## config.mk

```make
export PLATFORM = sky130hd
export DESIGN_NAME = jnwatr_trim_sar
export DESIGN_NICKNAME = d
export VERILOG_FILES = /design/src/rtl/jnwatr_trim_sar.sv
export SDC_FILE = /design/constraint.sdc
export NUM_CORES = 1
export LEC_CHECK = 0
export CAP_MARGIN = 20
export CORE_MARGIN = 2
export CORE_UTILIZATION = 55
export CTS_CLUSTER_DIAMETER = 100
export DETAILED_ROUTE_END_ITERATION = 10
export HOLD_SLACK_MARGIN = 0.08
export MAX_ROUTING_LAYER = met4
export PLACE_DENSITY = 0.78
export SLEW_MARGIN = 10
export SYNTH_ARGS = -nofsm -noshare
export SYNTH_HDL_FRONTEND = slang
export SYNTH_SLANG_ARGS = --single-unit
```

## constraint.sdc

```tcl
create_clock -name clk -period 2.8 [get_ports clk]
set_input_delay 0.42 -clock clk [delete_from_list [all_inputs] [get_ports clk]]
set_output_delay 0.42 -clock clk [all_outputs]
set_load 0.005 [all_outputs]
```

## src/rtl/jnwatr_trim_sar.sv

```systemverilog
// Successive-approximation trim calibrator: binary-searches a segment-enable code against a comparator.
// Optional feature: define JNWATR_TRIM_OVERRIDE_EN to add a direct code override (ovr, ovr_code).
module jnwatr_trim_sar #(
  parameter int NBITS  = 6,
  parameter int SETTLE = 8
) (
  input  logic             clk,
  input  logic             rstn,
  input  logic             start,
  input  logic             abort,
  input  logic             cmp,
`ifdef JNWATR_TRIM_OVERRIDE_EN
  input  logic             ovr,
  input  logic [NBITS-1:0] ovr_code,
`endif
  output logic [NBITS-1:0] trim,
  output logic             busy,
  output logic             done,
  output logic             valid
);

  localparam int CW = 8;
  localparam int IW = (NBITS > 1) ? $clog2(NBITS) : 1;
  localparam logic [NBITS-1:0] MID = NBITS'(1) << (NBITS - 1);

  typedef enum logic [1:0] {
    S_IDLE,
    S_SETTLE,
    S_DECIDE,
    S_FINISH
  } state_t;

  state_t           state_q, state_d;
  logic [NBITS-1:0] trim_d;
  logic [IW-1:0]    idx_q, idx_d;
  logic [CW-1:0]    cnt_q, cnt_d;
  logic             valid_d;
  logic             cmp_meta, cmps;

  // cmp is asynchronous to clk; only the second flop's output is trusted.
  // NOTE: sequential state uses non-blocking (<=) so every flop samples pre-edge values.
  always_ff @(posedge clk) begin
    if (!rstn) begin
      cmp_meta <= 1'b0;
      cmps     <= 1'b0;
    end else begin
      cmp_meta <= cmp;
      cmps     <= cmp_meta;
    end
  end

  always_ff @(posedge clk) begin
    if (!rstn) begin
      state_q <= S_IDLE;
      trim    <= MID;
      idx_q   <= '0;
      cnt_q   <= '0;
      valid   <= 1'b0;
    end else begin
      state_q <= state_d;
      trim    <= trim_d;
      idx_q   <= idx_d;
      cnt_q   <= cnt_d;
      valid   <= valid_d;
    end
  end

  // NOTE: every signal gets a default first so no path through the case infers a latch.
  always_comb begin
    state_d = state_q;
    trim_d  = trim;
    idx_d   = idx_q;
    cnt_d   = cnt_q;
    valid_d = valid;
    if (abort) begin
      state_d = S_IDLE;
      trim_d  = MID;
      valid_d = 1'b0;
    end else begin
      unique case (state_q)
        S_IDLE: begin
          if (start) begin
            state_d = S_SETTLE;
            trim_d  = MID;
            idx_d   = IW'(NBITS - 1);
            cnt_d   = CW'(SETTLE - 1);
            valid_d = 1'b0;
          end
`ifdef JNWATR_TRIM_OVERRIDE_EN
          else if (ovr) begin
            trim_d  = ovr_code;
            valid_d = 1'b1;
          end
`endif
        end
        S_SETTLE: begin
          if (cnt_q == '0) state_d = S_DECIDE;
          else             cnt_d   = cnt_q - CW'(1);
        end
        S_DECIDE: begin
          // Bank above target: this segment overshoots, drop it.
          if (cmps) trim_d[idx_q] = 1'b0;
          if (idx_q == '0) begin
            state_d = S_FINISH;
          end else begin
            idx_d                  = idx_q - IW'(1);
            trim_d[idx_q - IW'(1)] = 1'b1;
            cnt_d                  = CW'(SETTLE - 1);
            state_d                = S_SETTLE;
          end
        end
        S_FINISH: begin
          state_d = S_IDLE;
          valid_d = 1'b1;
        end
        default: state_d = S_IDLE;
      endcase
    end
  end

  assign busy = (state_q == S_SETTLE) || (state_q == S_DECIDE);
  // An abort coinciding with FINISH suppresses the completion pulse.
  assign done = (state_q == S_FINISH) && !abort;

endmodule

```

# == Word level (Yosys, flattened, before mapping) ==
# Cells that the tools add are included.
# Widths: inputs -> output; s select.
# word_totals
regBits,22
in_bits,5
out_inout_bits,9
wordCells,65
# op_classes
addsub,2
n_lt_le_gt_ge,4
n_eq_ne,7
n_mux,23
n_bitwise,5
n_reduce_logical,17
# op_table
operator,n
$mux 6,5
$mux 8,3
$pmux 8 s3,1
$pmux 6 s2,1
$logic_not 8->1,1
$lt 3x4->1 const B,2
$ne 2x2->1 const B,4
$pmux 2 s4,1
$sub 8x1->8 const B,1
$and 6x6->6,1
$demux 1 s3,2
$ge 3x1->1 const B,2
$mux 2,3
$mux 3,2
$not 6->6,1
$or 6x6->6,1
$pmux 3 s2,1
$reduce_and 2->1,3
$reduce_and 5->1,1
$eq 2x2->1 const B,2
$reduce_and 4->1,1
$reduce_bool 2->1,2
$logic_and 1x1->1,3
$logic_not 3->1,1
other kinds (10),13

# == Logic depth before layout (Yosys ltp) ==
# logic_depth
depth_word,12
ltp_mapped,8

# == Least setup slack after synthesis ==
# Ideal clock, no wire load.
# synth_timing
kind,reg2reg
start,register idx_q[0]
end,register cnt_q[3]
setup_time_ns,0.070
arrival_ns,2.202
required_ns,2.730
setup_slack_ns,0.528
stages_incl_launch_ff,9
path_buffers,1
path_cell_list,dfxtp_1 > clkbuf_1 > inv_1 > ha_1 > ha_1 > a21oi_1 > nand4_1 > or4_2 > a21boi_1
# synth_between
elab_chain_cells,3
# synth_lines
element,line_no,rtl
start: declaration,35,"logic [IW-1:0] idx_q, idx_d;"
start signal: assignment,62,idx_q <= idx_d;
$logic_not 3->1,103,if (idx_q == '0) begin
$ne 2x2->1 (no line),--,
$reduce_and 5->1 (no line),--,
end signal: assignment,63,cnt_q <= cnt_d;
end: declaration,36,"logic [CW-1:0] cnt_q, cnt_d;"
# Every way passes these cells.
# A chain may end at the register's enable or synchronous reset.

# == Worst setup path in the final report ==
# Same ends and word-level chain as after synthesis.

==> metrics.txt <==
# DRC 0; cell area power density approximately 470 nW/µm²; total wire length 2690 µm; Initial Utilization 57.3%; Setup Skew around 0.0059 ns; FF-to-FF Start idx_q[0]; Avg Inst Size Synth ~8.7 µm²; post-DP HPWL between 2000 and 2500 µm; endpoints failing hold 0; Setup WS post-layout 0.333 ns; post-CTS sizing 0; # setup viols final 0; Yosys warnings 0; core area ~2200 µm²; Startpoint Class flop; share of post-route cells with drive strength above 1 5.70%; Post-Route Utilization 65.8%; CTS tree yes; Mapped Cells around 150; most frequent cells in the layout dfxtp_1 (22), clkdlybuf4s50_1 (13), inv_1 (11), nor2_1 (11), a21oi_1 (9); number of buffers created by CTS 3; clock tree buffer depth 2; Layout Nets between 150 and 200; htree depth 1; R2R depth 7; IO Pins 14; RR Endpoint cnt_q[3]; status finished clean; Die H 51.8 µm; hold buffers post-CTS 0; Hold WC Path Type reg -> reg; Worst Path Arrival around 2.7 ns; Worst R2R Setup Slack 0.33 ns; number of global-route vias before repair approximately 1100; post-synthesis sequential area ratio a little over a third; Setup crit end kind flop; worst hold margin between 0.4 and 0.5 ns; final worst path period share about nine tenths; leakage 0.511 nW; Clk Latency, worst-skew pair roughly 0.31 ns; clock-pin slew on the worst setup and hold paths ~0.12 ns; maxcap violations 0; GRT Total Usage 22.9%; Max FO, Critical Path 10; DRT iter0 DRCs 19; worst slew pin tran approximately 0.6 ns; Setup WS pre-CTS ~0.42 ns; Diodes inserted 0; most common cell after layout, fill and taps aside dfxtp_1; largest net degree at the start of global routing 14; Fill cells between 150 and 200; hold endpoint cmps; 1st-pass router iterations 4; net count after synthesis 158; Area Overhead vs Synth 15.0%; Rel. slew slack around 60%; wire length per cell about 14 µm; Max Fclk a little over 0.4 GHz; number of port buffers 13; Seq cells post-synth 22; Die Span X 51.8 µm; Worst Hold Path Cells 1; unrepaired setup endpoints after global routing no; vias per std cell about 6; number of setup buffers added after CTS 0; CP Class reg -> reg; distinct cell type count after synthesis 45; Rows 17; Async SR Flop Fraction 0%; Final Wtd Congestion just over 0.9; Peak VDD IR approximately 0.00040 V; Worst EP required about 3.1 ns; final worst path period need around 2.5 ns; Slew Viols, Final 0; # clock sinks 22; GRT overflow 0; Fin Setup TNS 0 ns; Clk Tree Root Cell clkbuf_4; Mapped Area approximately 1300 µm²; first-pass GRT wire length around 4500 µm; worst hold start cmp_meta; Final ANT Viol Nets 0; initial antenna violation count 0; vias about 1100; EDFF count, synth 0; Die ar. 2680 µm²; Primary FF master, synth dfxtp_1
## worst max-delay path, stage by stage, from the launching register on
cell and delay (ns):
dfxtp_1 0.50, inv_1 0.12, ha_1 0.21, ha_1 0.24, a21oi_1 0.33, nand4_1 0.26
or4_2 0.59, a21boi_1 0.15
## layer usage
metal / track usage, % / vias up / part of all wire [%]
li1: - / 567 / -
met1: 29.6 / 539 / 48
met2: 35.5 / 25 / 46
met3: 6.32 / 6 / 4.5
met4: 6.14 / 0 / 1.5
met5: - / - / 0
## registers in the layout, indices dropped and copies added (netlist names)
register  count
cmp_meta      1
cmps          1
cnt_q         8
idx_q         3
state_q       2
trim          6
valid         1
## worst max path at each step
stage | cells past startpoint | to | from
after detailed placement | 7 | cnt_q[3] | idx_q[0]
after global placement | 7 | cnt_q[3] | idx_q[0]
final | 7 | cnt_q[3] | idx_q[0]
after CTS | 7 | cnt_q[3] | idx_q[0]
after global routing | 7 | cnt_q[3] | idx_q[0]
after floorplan | 8 | cnt_q[3] | idx_q[0]
## Yosys cell counts (2+ instances only)
master	instances	area share, %
dfxtp_1	22	35
inv_1	11	3.3
nor2_1	11	3.3
a21oi_1	9	3.6
ha_1	8	8.0
nand2b_1	6	3.0
and2_1	5	2.5
nand2_1	5	1.5
o21ai_0	5	2.0
nand3_1	4	1.6
nand4_1	4	2.0
or4_1	4	2.4
a31oi_1	3	1.5
a41oi_1	3	2.1
mux2i_1	3	2.4
nor3_1	3	1.2
o31ai_1	3	1.8
a21boi_1	2	1.2
a311oi_1	2	1.4
buf_2	2	0.80
clkbuf_1	2	0.60
nor4_1	2	1.0
o21a_1	2	1.2
o22ai_1	2	1.0
o31a_1	2	1.4
## logic make-up (layout without fill, tap and decap cells)
group | count (synthesis) | after routing | share of synthesized area, %
AND/OR/NAND/NOR | 55 | 55 | 25.4
AO/OA/AOI/OAI | 41 | 41 | 24.1
flip-flops | 22 | 22 | 35.1
buffers and inverters | 16 | 29 | 4.99
adder cells (fa/ha/maj) | 8 | 8 | 7.98
multiplexers | 3 | 3 | 2.39
## power breakdown
group | total (mW) | internal, mW | switching [mW] | leakage (nW)
clock network | 0.176 | 0.0795 | 0.0964 | 0.0210
registers | 0.350 | 0.329 | 0.0206 | 0.179
logic | 0.148 | 0.0661 | 0.0821 | 0.310
## metrics by stage
step	total power [mW]	instances	instance area, µm²
3_3_place_gp	0.496	182	1410
2_1_floorplan	0.465	145	1250
4_1_cts	0.675	186	1440
6_report	0.674	186	1440
5_1_grt	0.711	186	1440
3_5_place_dp	0.502	182	1410
## area by class of cell
class,count,area [µm²],area share (%)
Inverter,11,41.3,2.86
Tap cell,28,35.0,2.43
Clock buffer,4,36.3,2.52
Multi-Input combinational cell,107,752,52.1
Timing Repair Buffer,14,138,9.54
Sequential cell,22,440,30.5
Power figures use the tool's default switching activity.
